===== config.mk =====
export PLATFORM = sky130hd
export DESIGN_NAME = rr_onehot_arbiter_flat
export DESIGN_NICKNAME = d
export VERILOG_FILES = /design/src/rtl/rr_onehot_arbiter_if.sv /design/src/rtl/rr_onehot_arbiter.sv /design/src/flat_wrapper.sv
export SDC_FILE = /design/constraint.sdc
export NUM_CORES = 1
export LEC_CHECK = 0
export ABC_AREA = 1
export BUFFER_PORTS_ARGS = -buffer_cell sky130_fd_sc_hd__buf_2
export CELL_PAD_IN_SITES_DETAIL_PLACEMENT = 2
export CELL_PAD_IN_SITES_GLOBAL_PLACEMENT = 2
export CORE_ASPECT_RATIO = 0.5
export CORE_UTILIZATION = 32
export CTS_CLUSTER_SIZE = 8
export DETAILED_ROUTE_END_ITERATION = 12
export PLACE_DENSITY = 0.82
export SETUP_SLACK_MARGIN = 0.5
export SYNTH_ARGS = -nofsm -noshare
export SYNTH_HDL_FRONTEND = slang
export SYNTH_SLANG_ARGS = --single-unit

===== constraint.sdc =====
create_clock -name clk -period 4 [get_ports clk]
set_input_delay 0.8 -clock clk [delete_from_list [all_inputs] [get_ports clk]]
set_output_delay 0.8 -clock clk [all_outputs]
set_load 0.05 [all_outputs]

===== src/rtl/rr_onehot_arbiter_if.sv =====
// rtl/rr_onehot_arbiter_if.sv - request/grant bundle shared by requesters and the round-robin arbiter
interface rr_onehot_arbiter_if #(
  parameter int N    = 16,
  parameter int IDXW = 4
);
  logic [N-1:0]    req;
  logic            done;
  logic            grant_valid;
  logic [IDXW-1:0] grant_idx;
  logic [N-1:0]    grant_onehot;
  logic            timeout;

  // Requester side: raises requests and signals completion, observes the grant.
  modport master (
    output req,
    output done,
    input  grant_valid,
    input  grant_idx,
    input  grant_onehot,
    input  timeout
  );

  // Arbiter side: samples requests, owns the grant outputs.
  modport slave (
    input  req,
    input  done,
    output grant_valid,
    output grant_idx,
    output grant_onehot,
    output timeout
  );
endinterface


===== src/rtl/rr_onehot_arbiter.sv =====
// rtl/rr_onehot_arbiter.sv - round-robin arbiter with registered binary and one-hot grant plus hold limit
module rr_onehot_arbiter #(
  parameter int N        = 16,
  parameter int IDXW     = 4,
  parameter int MAX_HOLD = 8
) (
  input  logic               clk,
  input  logic               rst_n,
  rr_onehot_arbiter_if.slave arb
);

  localparam logic [0:0] ST_IDLE = 1'b0;
  localparam logic [0:0] ST_BUSY = 1'b1;

  // Hold counter only needs to reach MAX_HOLD-1; keep at least one bit when the limit is off.
  localparam int HCW = (MAX_HOLD > 1) ? $clog2(MAX_HOLD) : 1;
  localparam logic [HCW-1:0] HOLD_LAST = (MAX_HOLD > 0) ? HCW'(MAX_HOLD - 1) : '0;

  logic [0:0]      state_q, state_d;
  logic [IDXW-1:0] ptr_q, ptr_d;
  logic [HCW-1:0]  hold_cnt_q, hold_cnt_d;
  logic            grant_valid_q, grant_valid_d;
  logic [IDXW-1:0] grant_idx_q, grant_idx_d;
  logic [N-1:0]    grant_onehot_q, grant_onehot_d;
  logic            timeout_q, timeout_d;

  logic            found;
  logic [IDXW-1:0] winner;
  logic [IDXW-1:0] scan_idx;
  int              scan;

  logic            rel_done;
  logic            rel_drop;
  logic            rel_hold;

  // Rotating priority scan: first requester at or after ptr, wrapping past N-1 back to 0.
  always_comb begin
    found    = 1'b0;
    winner   = '0;
    scan     = 0;
    scan_idx = '0;
    for (int i = 0; i < N; i++) begin
      scan = int'(ptr_q) + i;
      if (scan >= N) begin
        scan = scan - N;
      end
      scan_idx = IDXW'(scan);
      if (!found && arb.req[scan_idx]) begin
        found  = 1'b1;
        winner = scan_idx;
      end
    end
  end

  // Release causes while an owner holds the grant; only the owner's own request bit matters.
  always_comb begin
    rel_done = arb.done;
    rel_drop = !arb.req[grant_idx_q];
    rel_hold = (MAX_HOLD != 0) && (hold_cnt_q == HOLD_LAST);
  end

  // Next-state logic: arbitrate in IDLE, hold or release in BUSY.
  always_comb begin
    state_d        = state_q;
    ptr_d          = ptr_q;
    hold_cnt_d     = hold_cnt_q;
    grant_valid_d  = grant_valid_q;
    grant_idx_d    = grant_idx_q;
    grant_onehot_d = grant_onehot_q;
    timeout_d      = 1'b0;

    case (state_q)
      ST_IDLE: begin
        if (found) begin
          grant_idx_d    = winner;
          grant_onehot_d = N'(1) << winner;
          grant_valid_d  = 1'b1;
          hold_cnt_d     = '0;
          state_d        = ST_BUSY;
        end
      end
      default: begin
        if (rel_done || rel_drop || rel_hold) begin
          grant_valid_d  = 1'b0;
          grant_onehot_d = '0;
          // Owner just served drops to lowest priority for the next scan.
          ptr_d          = (grant_idx_q == IDXW'(N - 1)) ? '0 : grant_idx_q + 1'b1;
          timeout_d      = rel_hold && !rel_done && !rel_drop;
          state_d        = ST_IDLE;
        end else if (hold_cnt_q != '1) begin
          hold_cnt_d = hold_cnt_q + 1'b1;
        end
      end
    endcase
  end

  // State and output registers; reset drops any grant at once without a timeout pulse.
  always_ff @(posedge clk or negedge rst_n) begin
    if (!rst_n) begin
      state_q        <= ST_IDLE;
      ptr_q          <= '0;
      hold_cnt_q     <= '0;
      grant_valid_q  <= 1'b0;
      grant_idx_q    <= '0;
      grant_onehot_q <= '0;
      timeout_q      <= 1'b0;
    end else begin
      state_q        <= state_d;
      ptr_q          <= ptr_d;
      hold_cnt_q     <= hold_cnt_d;
      grant_valid_q  <= grant_valid_d;
      grant_idx_q    <= grant_idx_d;
      grant_onehot_q <= grant_onehot_d;
      timeout_q      <= timeout_d;
    end
  end

  assign arb.grant_valid  = grant_valid_q;
  assign arb.grant_idx    = grant_idx_q;
  assign arb.grant_onehot = grant_onehot_q;
  assign arb.timeout      = timeout_q;

endmodule


===== src/flat_wrapper.sv =====
// flat-port wrapper written by rule: the top's interface ports become plain ports
module rr_onehot_arbiter_flat 
#(
  parameter int N        = 16,
  parameter int IDXW     = 4,
  parameter int MAX_HOLD = 8
)
  (clk, rst_n, arb_req, arb_done, arb_grant_valid, arb_grant_idx, arb_grant_onehot, arb_timeout);
  rr_onehot_arbiter_if #(.N(N), .IDXW(IDXW)) arb_i ();
  input  logic clk;
  input  logic rst_n;
  input wire logic [$bits(arb_i.req)-1:0] arb_req;
  input wire logic [$bits(arb_i.done)-1:0] arb_done;
  output wire logic [$bits(arb_i.grant_valid)-1:0] arb_grant_valid;
  output wire logic [$bits(arb_i.grant_idx)-1:0] arb_grant_idx;
  output wire logic [$bits(arb_i.grant_onehot)-1:0] arb_grant_onehot;
  output wire logic [$bits(arb_i.timeout)-1:0] arb_timeout;
  assign arb_i.req = arb_req;
  assign arb_i.done = arb_done;
  assign arb_grant_valid = arb_i.grant_valid;
  assign arb_grant_idx = arb_i.grant_idx;
  assign arb_grant_onehot = arb_i.grant_onehot;
  assign arb_timeout = arb_i.timeout;
  rr_onehot_arbiter #(.N(N), .IDXW(IDXW), .MAX_HOLD(MAX_HOLD)) u_core (.clk(clk), .rst_n(rst_n), .arb(arb_i));
endmodule

==> flow_summary_export.csv, run 1 <==
group,metric,value,unit
place,place.gp.congestion,0.849,
place,place_hpwl,11.8,mm
clock_network,cts_buffer_depth,2,
die,die_w,151,microns
outcome,haltStage,"global routing",
timing,endpoint_type,"sequential cell input",
place,dp_cells,745,
outcome,firstError,"[ERROR DPL-0033] detailed placement checks failed during check placement.",
logic_synthesis,syn_inst,568,
die,io_pins,41,
die,rows,26,
outcome,status,"aborted with a tool error",
logic_synthesis,synthesis.area,0.00355,sq mm
logic_synthesis,yosysWarnings,0,
global_route,antenna_found_initial,0,
logic_synthesis,ys_async_sr_fraction,1.00,
die,initial_core_util,0.338,
clock_network,htreeDepth,2,
logic_synthesis,ys_types,44,
place,port_buffers,40,
logic_synthesis,synth_nets,598,
logic_synthesis,syn_avg_cell_area,6.25,sq um
clock_network,cts.sinks,30,
logic_synthesis,yosysSeqAreaShare,0.211,
timing,postGrtWorstEndpoint,"u_core.arb.grant_onehot[11]$_DFFE_PN0P_/D",
logic_synthesis,synth_flop_cell,"dfrtp_1",
place,dpl_cell_area,0.00391,sq mm
die,die_h,76.5,microns
clock_network,cts-root-buf,"clkbuf_16",
logic_synthesis,synth.ff_latch_count,30,
logic_synthesis,synth_edf_count,0,
clock_network,cts_buffers,5,
global_route,grt_start_max_net_pins,31,
cells in the mapped netlist (2+ instances only):
| cell type | number | area, sq um |
|---|---|---|
| nand2_1 | 176 | 661 |
| nand3_1 | 117 | 586 |
| nor2_1 | 57 | 214 |
| inv_1 | 46 | 173 |
| dfrtp_1 | 30 | 751 |
| o21ai_0 | 21 | 105 |
| nand2_2 | 18 | 113 |
| ha_1 | 11 | 138 |
| inv_2 | 9 | 33.8 |
| nand4_1 | 8 | 50.1 |
| a21oi_1 | 5 | 25.0 |
| buf_2 | 5 | 25.0 |
| nor2_4 | 5 | 56.3 |
| o21ai_1 | 5 | 25.0 |
| clkinv_1 | 4 | 15.0 |
| nor3_1 | 4 | 20.0 |
| xor2_1 | 4 | 35.0 |
| buf_6 | 3 | 33.8 |
| nand4_2 | 3 | 37.5 |
| nand4_4 | 3 | 63.8 |
| o221ai_1 | 3 | 26.3 |
| a21oi_4 | 2 | 32.5 |
| buf_4 | 2 | 15.0 |
| clkbuf_1 | 2 | 7.51 |
| nand2_4 | 2 | 22.5 |
| nand3_2 | 2 | 20.0 |
| nor2_2 | 2 | 12.5 |
| nor2_8 | 2 | 40.0 |
| o211ai_1 | 2 | 15.0 |
per-stage QoR:
step	hold slack (ps)	util	worst slack, ps
after CTS	509	0.414	505
after detailed placement	481	0.372	181
after global placement	470	0.372	343
after floorplan	467	-	555
timing repair:
action	CTS
hold buffers	0
hold endpoints to repair	0
pin swaps	13
setup endpoints to repair	21
resized for setup	36
buffers inserted	17
cells by family after synthesis:
kind of cell	after synthesis	synth area share
xor gates and xnor gates	8	0.0324
adders and majority gates	11	0.0388
AOI/OAI and AO/OA	41	0.0708
DFF	30	0.211
and+or+nand+nor	405	0.555
buffers and inverters	73	0.0920
==> run 2: changes to the inputs <==
Settings changed: CELL_PAD_IN_SITES_DETAIL_PLACEMENT 2 to not set, CELL_PAD_IN_SITES_GLOBAL_PLACEMENT 2 to not set, CORE_ASPECT_RATIO 0.5 to not set, CORE_UTILIZATION 32 to 40, CTS_CLUSTER_SIZE 8 to not set, PLACE_DENSITY 0.82 to not set, PLACE_DENSITY_LB_ADDON set to 0.15, SETUP_SLACK_MARGIN 0.5 to not set.
==> flow_summary_export.csv, run 2 <==
group,metric,value,unit
die,core_area,0.00868,sq mm
logic_synthesis,synthTopCellsByCount,"nand2_1 (176), nand3_1 (117), nor2_1 (57)",
clock_network,cts_buffer_depth,2,
die,dieArea,0.00926,sq mm
timing,fin_tns_setup,0,ps
clock_network,cts.sinks,30,
logic_synthesis,yosys.area.top_type_share,0.211,
worst_setup_path,rrSetupSlack,400,ps
timing,worstMarginPinSlew,876,ps
timing,fmax,0.278,GHz
timing,period_share,0.900,
timing,relSlewSlack,0.414,
logic_synthesis,synthesis.area,0.00355,sq mm
worst_setup_path,worstPathArrival,3810,ps
drt,ant_nets,0,
finish,final_common_cell,"nand2_1",
logic_synthesis,syn_inst,568,
logic_synthesis,syn_avg_cell_area,6.25,sq um
drt,post_drt_via_cell_ratio,5.36,
timing,finalSetupViolCount,0,
timing,final-hold-violation-count,0,
hold_path,hp-class,"register to register",
worst_setup_path,critical_path.max_fanout,23,
worst_setup_path,rr_endpoint,"u_core.arb.grant_onehot[8]",
logic_synthesis,synth_nets,598,
worst_setup_path,setup.worst_path.end_class,"register",
global_route,grt_pass1_wl,17.7,mm
logic_synthesis,yosysWarnings,0,
global_route,grt_start_max_net_pins,31,
logic_synthesis,synth.area.top_cells,"dfrtp_1 (21%), nand2_1 (19%), nand3_1 (16%)",
logic_synthesis,synth_edf_count,0,
timing,whs,482,ps
worst_setup_path,crit_required,4210,ps
finish,nets,641,
drt,firstDrtPassIters,5,
timing,drv_slew,0,
finish,drive_above_1_share,0.189,
logic_synthesis,ys_async_sr_fraction,1.00,
worst_setup_path,endpoint,"u_core.arb.grant_onehot[8]",
clock_network,cts-hold-fix-buffers,0,
die,die_h,96.2,microns
job,max-cap-violations,0,
drt,drt_wl_total,11.0,mm
worst_setup_path,crit_type,"register to register",
logic_synthesis,synth.most_common_cell,"nand2_1",
drt,vias,3849,
logic_synthesis,yosysSeqAreaShare,0.211,
die,rows,34,
clock_network,cts_setup_buffers,0,
drt,drt_iter0_drc,297,
outcome,status,"complete, no violations",
place,port_buffers,40,
clock_network,cts_buffers,5,
place,place.gp.congestion,0.894,
drt,wire_per_inst,15.3,microns
finish,area_growth,11.1,%
die,die_w,96.2,microns
die,io_pins,41,
logic_synthesis,synth.ff_latch_count,30,
finish,final_cell_mix,"nand2_1 (175), nand3_1 (117), nor2_1 (57), inv_1 (45), buf_2 (40)",
place,dpl_cell_area,0.00386,sq mm
clock_network,cts.repair.resized,0,
clock_network,cts-root-buf,"clkbuf_8",
worst_setup_path,startpoint,"u_core.ptr_q[0]",
logic_synthesis,ys_types,44,
worst_setup_path,r2r-start,"u_core.ptr_q[0]",
worst_setup_path,reg2reg_depth,25,
clock_network,clkTransAtPathRegs,60,ps
timing,grt_setup_unrepaired,"no",
place,place_hpwl,8.78,mm
drt,drc,0,
logic_synthesis,synth_flop_cell,"dfrtp_1",
timing,fin_worst_skew,7.79,ps
global_route,antenna_found_initial,0,
die,initial_core_util,0.409,
clock_network,clk_latency,280,ps
finish,largest_reg_flops,16,
global_route,grt_use_total,0.251,
clock_network,cts_tree,"done",
timing,finalCriticalPeriod,3600,ps
global_route,grt_pass1_vias,3530,
finish,design_area,0.00395,sq mm
finish,diodes,0,
logic_synthesis,netlist.top_cell.by_area,"dfrtp_1",
clock_network,htreeDepth,2,
worst_setup_path,startpoint_type,"register",
global_route,gr-total-overflow,0,
==> run 2: cell counts after synthesis <==
Identical to the previous run, type by type.
==> run 2: worst min path at each step <==
stage                                           start                           to  cells after the start
after global routing       u_core.arb.grant_onehot[1]   u_core.arb.grant_onehot[1]                      2
after global placement     u_core.arb.grant_onehot[8]   u_core.arb.grant_onehot[8]                      2
after detailed placement   u_core.arb.grant_onehot[8]   u_core.arb.grant_onehot[8]                      2
after floorplan                  u_core.hold_cnt_q[0]         u_core.hold_cnt_q[0]                      1
after CTS                 u_core.arb.grant_onehot[11]  u_core.arb.grant_onehot[11]                      2
final                     u_core.arb.grant_onehot[11]  u_core.arb.grant_onehot[11]                      2
==> run 2: critical path, stage by stage (launching register included) <==
cell	delay (ps)
dfrtp_1	380
buf_4	220
ha_1	240
inv_1	50
nand2_1	50
nand2_2	180
inv_2	110
nand3_1	110
nand2_1	80
nand2_1	100
nand2_2	100
nor2_8	140
nand4_4	120
nor2_4	210
nand4_4	140
nor2_4	200
nand3b_1	190
clkinv_1	110
nand2_1	50
nand2_1	60
nand2_1	40
nand2_1	90
nand3b_2	190
nor2_1	210
nand2_1	90
nand2_1	70
==> run 2: final cells by class <==
type | count | area [sq um]
Fill cell | 943 | 4730
Multi-Input combinational cell | 465 | 2480
Sequential cell | 30 | 751
Timing Repair Buffer | 49 | 268
Inverter | 60 | 234
Tap cell | 108 | 135
Clock buffer | 6 | 82.6
==> run 2: logic make-up (layout without fill, tap and decap cells) <==
family | Yosys count | in the layout | share of synthesized area
AOI/OAI and AO/OA | 41 | 41 | 0.0708
adders and majority gates | 11 | 11 | 0.0388
and+or+nand+nor | 405 | 405 | 0.555
buffers and inverters | 73 | 115 | 0.0920
DFF | 30 | 30 | 0.211
xor gates and xnor gates | 8 | 8 | 0.0324
==> run 2: through the flow <==
step / cells / util / setup WS (ps)
6_report: 718 / 0.455 / 399
3_5_place_dp: 712 / 0.444 / 329
5_1_grt: 718 / 0.455 / 67.5
4_1_cts: 718 / 0.454 / 289
3_3_place_gp: 712 / 0.444 / 311
2_1_floorplan: 568 / - / 555
==> run 2: layer usage <==
| layer | global-route usage | part of all wire | vias up |
|---|---|---|---|
| li1 | - | - | 1939 |
| met1 | 0.322 | 0.44 | 1774 |
| met2 | 0.445 | 0.49 | 120 |
| met3 | 0.0245 | 0.048 | 16 |
| met4 | 0.0697 | 0.020 | 0 |
| met5 | 0 | 0 | - |
Power of run 2 is left out: the tool's default activity adds up to more than one toggle a clock period on the data nets, which glitch-free logic cannot reach.
==> run 3: changes to the inputs <==
Settings changed: RECOVER_POWER set to 100.
Clock period 4 ns to 4.15 ns, I/O delays scaled along.
==> flow_summary_export.csv, run 3 (synthesized netlist as in run 2, its figures left out) <==
group,metric,value,unit
timing,drv_slew,31,
die,rows,34,
worst_setup_path,crit_required,4310,ps
drt,drc,0,
clock_network,cts.sinks,30,
finish,largest_reg_flops,16,
finish,diodes,0,
die,core_area,0.00868,sq mm
timing,finalSetupViolCount,0,
drt,ant_nets,0,
finish,final_common_cell,"nand2_1",
global_route,antenna_found_initial,0,
worst_setup_path,crit_type,"register to register",
clock_network,clk_latency,280,ps
die,initial_core_util,0.409,
timing,relSlewSlack,-0.0575,
clock_network,cts_buffers,5,
drt,post_drt_via_cell_ratio,5.36,
drt,drt_iter0_drc,226,
timing,fmax,0.268,GHz
hold_path,hp-class,"register to register",
die,die_h,96.2,microns
die,io_pins,41,
place,place_hpwl,8.67,mm
timing,finalCriticalPeriod,3730,ps
clock_network,cts-root-buf,"clkbuf_8",
global_route,grt_pass1_vias,3584,
finish,design_area,0.00391,sq mm
finish,nets,641,
finish,multi_input_area,0.00247,sq mm
finish,area_growth,10.2,%
timing,final-hold-violation-count,0,
worst_setup_path,setup.worst_path.end_class,"register",
clock_network,cts_buffer_depth,2,
place,dpl_cell_area,0.00386,sq mm
global_route,grt_pass1_wl,17.4,mm
die,dieArea,0.00926,sq mm
finish,drive_above_1_share,0.148,
clock_network,clkTransAtPathRegs,60,ps
clock_network,cts_tree,"done",
finish,final_cell_mix,"nand2_1 (176), nand3_1 (117), nor2_1 (58), inv_1 (45), dfrtp_1 (30)",
outcome,status,"finished with violations",
global_route,grt_use_total,0.250,
timing,period_share,0.899,
clock_network,cts-hold-fix-buffers,0,
drt,firstDrtPassIters,6,
timing,fin_tns_setup,0,ps
finish,fillCellCount,938,
worst_setup_path,startpoint_type,"register",
drt,wire_per_inst,15.0,microns
clock_network,htreeDepth,2,
outcome,violations,"capacitance limit, slew limit",
timing,fin_worst_skew,4.07,ps
worst_setup_path,worstPathArrival,3890,ps
global_route,grt_start_max_net_pins,31,
die,die_w,96.2,microns
place,place.gp.congestion,0.944,
worst_setup_path,rrSetupSlack,420,ps
drt,drt_wl_total,10.8,mm
worst_setup_path,critical_path.max_fanout,12,
drt,vias,3847,
timing,worstMarginPinSlew,1590,ps
global_route,gr-total-overflow,0,
timing,grt_setup_unrepaired,"no",
finish,seq_area,751,sq um
finish,finalCoreUtilization,0.451,
job,max-cap-violations,1,
place,port_buffers,40,
-- run 3: cell count changes in the layout (fill, tap and decap cells not counted), sizes merged --
cell,before,now
buf,49,26
clkbuf,6,29
-- run 3: layout make-up --
type                    count  area share
multi-input cells         465       0.632
inverters                  60      0.0598
flip-flops and latches     30       0.192
well taps                 108      0.0345
clock buffers               6      0.0211
repair buffers             49      0.0611
-- run 3: critical path, stage by stage, from the launching register on --
cell        delay (ps)
dfrtp_1            370
inv_1              300
ha_1               350
clkinvlp_4         240
nand3_1            150
nand3_1            140
nand3_1            110
nand2_2            150
nand4_2            160
nor2_4             160
nand4_2            110
nor2_2             150
nand4_1            190
nor2_1             220
nand4_2            180
or2_4              300
nand3_2            130
inv_2               80
nand2_1             70
nand2_1             50
-- run 3: stage by stage --
stage | setup WS [ps] | cells | hold WS [ps]
6_report | 420 | 718 | 491
5_1_grt | 40.4 | 718 | 505
4_1_cts | 331 | 718 | 488
3_5_place_dp | 342 | 712 | 464
3_3_place_gp | 483 | 712 | 465
2_1_floorplan | 705 | 568 | 467
-- run 3: worst paths after layout --
check | startpoint | to | cells past startpoint
worst min register to register | u_core.arb.grant_onehot[10] | u_core.arb.grant_onehot[10] | 2
worst max register to register | u_core.ptr_q[1] | u_core.arb.grant_onehot[9] | 19
min in group asynchronous | rst_n | u_core.arb.grant_onehot[3] | 1
max in group asynchronous | rst_n | u_core.arb.timeout | 1
worst min-delay path | u_core.arb.grant_onehot[10] | u_core.arb.grant_onehot[10] | 2
worst max-delay path | u_core.ptr_q[1] | u_core.arb.grant_onehot[9] | 19
-- run 3: per-layer routing --
layer	GRT usage	vias up	part of all wire
met5	0	-	0
met4	0.111	0	0.033
met3	0.0466	24	0.069
met2	0.418	144	0.46
met1	0.310	1734	0.44
li1	-	1945	-
-- run 3: what timing repair did --
item,CTS,global route
setup buffers,0,0
gates resized for setup,0,1
hold endpoints to repair,0,0
endpoints found under the setup margin,0,16
Power of run 3 is left out for the same reason.
==> run 4: changes to the inputs <==
Settings changed: ABC_AREA 1 to not set.
Clock period 4.15 ns to 3.7 ns, I/O delays scaled along.
==> flow_summary_export.csv, run 4 <==
group,metric,value,unit
outcome,status,"finished with violations",
outcome,violations,"capacitance limit, slew limit, setup timing",
logic_synthesis,syn_avg_cell_area,9.86,sq um
worst_setup_path,cp_top_family,"multiplexers",
timing,relSlewSlack,-0.0388,
finish,finalCoreUtilization,0.578,
finish,nets,599,
global_route,gr-total-overflow,0,
clock_network,clkTransAtPathRegs,60,ps
hold_path,hp-class,"register to register",
drt,dr_wl_met3,791,microns
logic_synthesis,synthAdderAreaFrac,0.0331,
worst_setup_path,startpoint,"u_core.ptr_q[0]",
timing,fin_ws,-23.8,ps
clock_network,cts_buffers,5,
logic_synthesis,yosys.area.top_type_share,0.181,
worst_setup_path,path_buf_inv,2,
worst_setup_path,rrSetupSlack,-20,ps
worst_setup_path,startpoint_type,"register",
clock_network,cts_tree,"done",
drt,drc,0,
logic_synthesis,ys_async_sr_fraction,1.00,
logic_synthesis,synthesis.area,0.00415,sq mm
logic_synthesis,synth_compound_area_frac,0.187,
logic_synthesis,synth.most_common_cell,"nand2_1",
clock_network,htreeDepth,2,
logic_synthesis,yosysSeqAreaShare,0.181,
timing,fmax,0.269,GHz
logic_synthesis,netlist.top_cell.by_area,"dfrtp_1",
die,io_pins,41,
finish,diodes,0,
timing,period_share,1.01,
drt,dr.max_layer_used,"met4",
die,die_h,104,microns
logic_synthesis,synth_xor_area_frac,0.0250,
worst_setup_path,setup.worst_path.end_class,"register",
logic_synthesis,synth_edf_count,0,
global_route,grt_pass1_vias,3867,
hold_path,min_to,"u_core.arb.grant_onehot[0]",
finish,fillCellCount,893,
timing,final-hold-violation-count,0,
clock_network,cts.sinks,30,
die,core_area,0.00991,sq mm
worst_setup_path,max_stage_delay,550,ps
die,dieArea,0.0108,sq mm
place,port_buffers,40,
worst_setup_path,crit_required,3890,ps
finish,drive_above_1_share,0.460,
drt,wire_per_inst,19.6,microns
timing,finalCriticalPeriod,3720,ps
clock_network,cts_buffer_depth,2,
worst_setup_path,reg2reg_depth,11,
worst_setup_path,critical_path.max_fanout,12,
hold_path,hold_depth,2,
drt,wl_met1,6.06,mm
worst_setup_path,r2r-start,"u_core.ptr_q[0]",
drt,met2_wirelength,6.66,mm
logic_synthesis,ys_types,73,
logic_synthesis,synth_top_family_by_area,"multiplexers",
logic_synthesis,syn_inst,421,
finish,final_cell_mix,"buf_4 (113), nand2_1 (50), mux4_2 (35), dfrtp_1 (28), mux2i_1 (27)",
drt,vias,4186,
drt,post_drt_via_cell_ratio,5.95,
die,initial_core_util,0.419,
timing,whs,479,ps
worst_setup_path,crit_chain,"buf_12, clkbuf_16, mux2_1, mux4_2, mux2_4, and3_1, or3_4, a221o_1, a32o_2, a21o_4, o31ai_2",
worst_setup_path,crit_type,"register to register",
timing,fin_worst_skew,3.32,ps
clock_network,cts-hold-fix-buffers,0,
logic_synthesis,synth.ff_latch_count,30,
die,rows,36,
job,max-cap-violations,1,
finish,area_growth,37.9,%
timing,finalSetupViolCount,3,
die,die_w,104,microns
hold_path,worst_hold_startpoint,"u_core.arb.grant_onehot[0]",
worst_setup_path,rr_endpoint,"u_core.arb.grant_onehot[12]",
logic_synthesis,yosysWarnings,0,
logic_synthesis,synth.area.top_cells,"dfrtp_1 (18%), mux4_2 (16%), mux2i_1 (7.2%)",
finish,largest_reg_flops,16,
global_route,antenna_found_initial,0,
logic_synthesis,synthTopCellsByCount,"nand2_1 (50), dfrtp_1 (30), mux2i_1 (30), mux4_2 (30)",
timing,grt_setup_unrepaired,"yes",
logic_synthesis,synth_flop_cell,"dfrtp_1",
timing,drv_slew,31,
clock_network,cts-root-buf,"clkbuf_8",
global_route,grt_start_max_net_pins,31,
logic_synthesis,synthMuxAreaShare,0.369,
drt,drt_iter0_drc,232,
place,place.gp.congestion,0.925,
worst_setup_path,critPathSlowestCell,"mux4_2",
global_route,grt_pass1_wl,21.6,mm
finish,final_common_cell,"buf_4",
worst_setup_path,worstPathArrival,3920,ps
logic_synthesis,synth-simple-area-share,0.151,
drt,drt_wl_total,13.8,mm
clock_network,clk_latency,280,ps
place,place_hpwl,10.9,mm
drt,ant_nets,0,
drt,firstDrtPassIters,5,
global_route,grt_use_total,0.253,
logic_synthesis,synth_nets,451,
timing,worstMarginPinSlew,1560,ps
[run 4: changes by cell type in the layout (fill, tap and decap cells not counted), sizes merged, moves of 8 or more]
cell,delta
nor2,-43
mux2,+33
nand4,-11
o21ai,-8
o31ai,+17
a21oi,+12
nand2,-147
o22ai,+8
inv,-41
buf,+113
nand3,-111
mux4,+35
mux2i,+33
[run 4: metal layers]
metal	GRT usage	up-vias
met3	0.0382	29
li1	-	1955
met5	0	-
met2	0.405	149
met4	0.0612	0
met1	0.360	2053
[run 4: metrics by stage]
stage | std cells | setup WS (ps) | setup TNS (ps) | area, sq um
6_report | 703 | -23.8 | -55.8 | 5730
5_1_grt | 703 | -91.8 | -635 | 5730
4_1_cts | 698 | -16.3 | -32.6 | 5530
3_5_place_dp | 687 | -227 | -3710 | 5390
3_3_place_gp | 687 | -197 | -2490 | 5390
2_1_floorplan | 421 | -142 | -1100 | 4290
[run 4: what timing repair did]
| item | 4_1_cts | 5_1_grt |
|---|---|---|
| resized for setup | 5 | 41 |
| gates cloned | 0 | 1 |
| endpoints found under the setup margin | 18 | 21 |
| pin swaps | 0 | 7 |
| buffers inserted | 3 | 4 |
[run 4: cell families (layout without fill, tap and decap cells)]
family / after synthesis / after routing
flip-flops: 30 / 30
AO/OA/AOI/OAI: 107 / 107
XOR/XNOR: 11 / 11
adder cells (fa/ha/maj): 11 / 11
multiplexers: 101 / 101
buffers and inverters: 38 / 187
AND/OR/NAND/NOR: 123 / 123
[run 4: cell type report]
type / count / area, sq um / area share
Tap cell: 133 / 166 / 0.0291
Clock inverter: 1 / 5.00 / 0.000874
Inverter: 14 / 60.1 / 0.0105
Clock buffer: 7 / 86.3 / 0.0151
Multi-Input combinational cell: 353 / 3440 / 0.601
Sequential cell: 30 / 753 / 0.132
Timing Repair Buffer: 165 / 1210 / 0.212
[run 4: how the worst max path moves through the flow]
| stage | end | slack, ps | cells past startpoint |
|---|---|---|---|
| 4_1_cts | u_core.arb.grant_onehot[5] | -20 | 13 |
| 2_1_floorplan | u_core.arb.grant_onehot[12] | -140 | 15 |
| 6_report | u_core.arb.grant_onehot[12] | -20 | 11 |
| 3_3_place_gp | u_core.arb.grant_idx[2] | -200 | 13 |
| 3_5_place_dp | u_core.arb.grant_idx[2] | -230 | 13 |
| 5_1_grt | u_core.arb.grant_onehot[8] | -90 | 10 |
[run 4: worst register-to-register path, cell delays in order, from the launching register on]
cell and delay [ps]:
dfrtp_2 480, buf_12 160, clkbuf_16 170, mux2_1 330, mux4_2 550, mux2_4 320, and3_1 180, or3_4 380
a221o_1 380, a32o_2 280, a21o_4 220, o31ai_2 200
Power of run 4 is left out for the same reason.
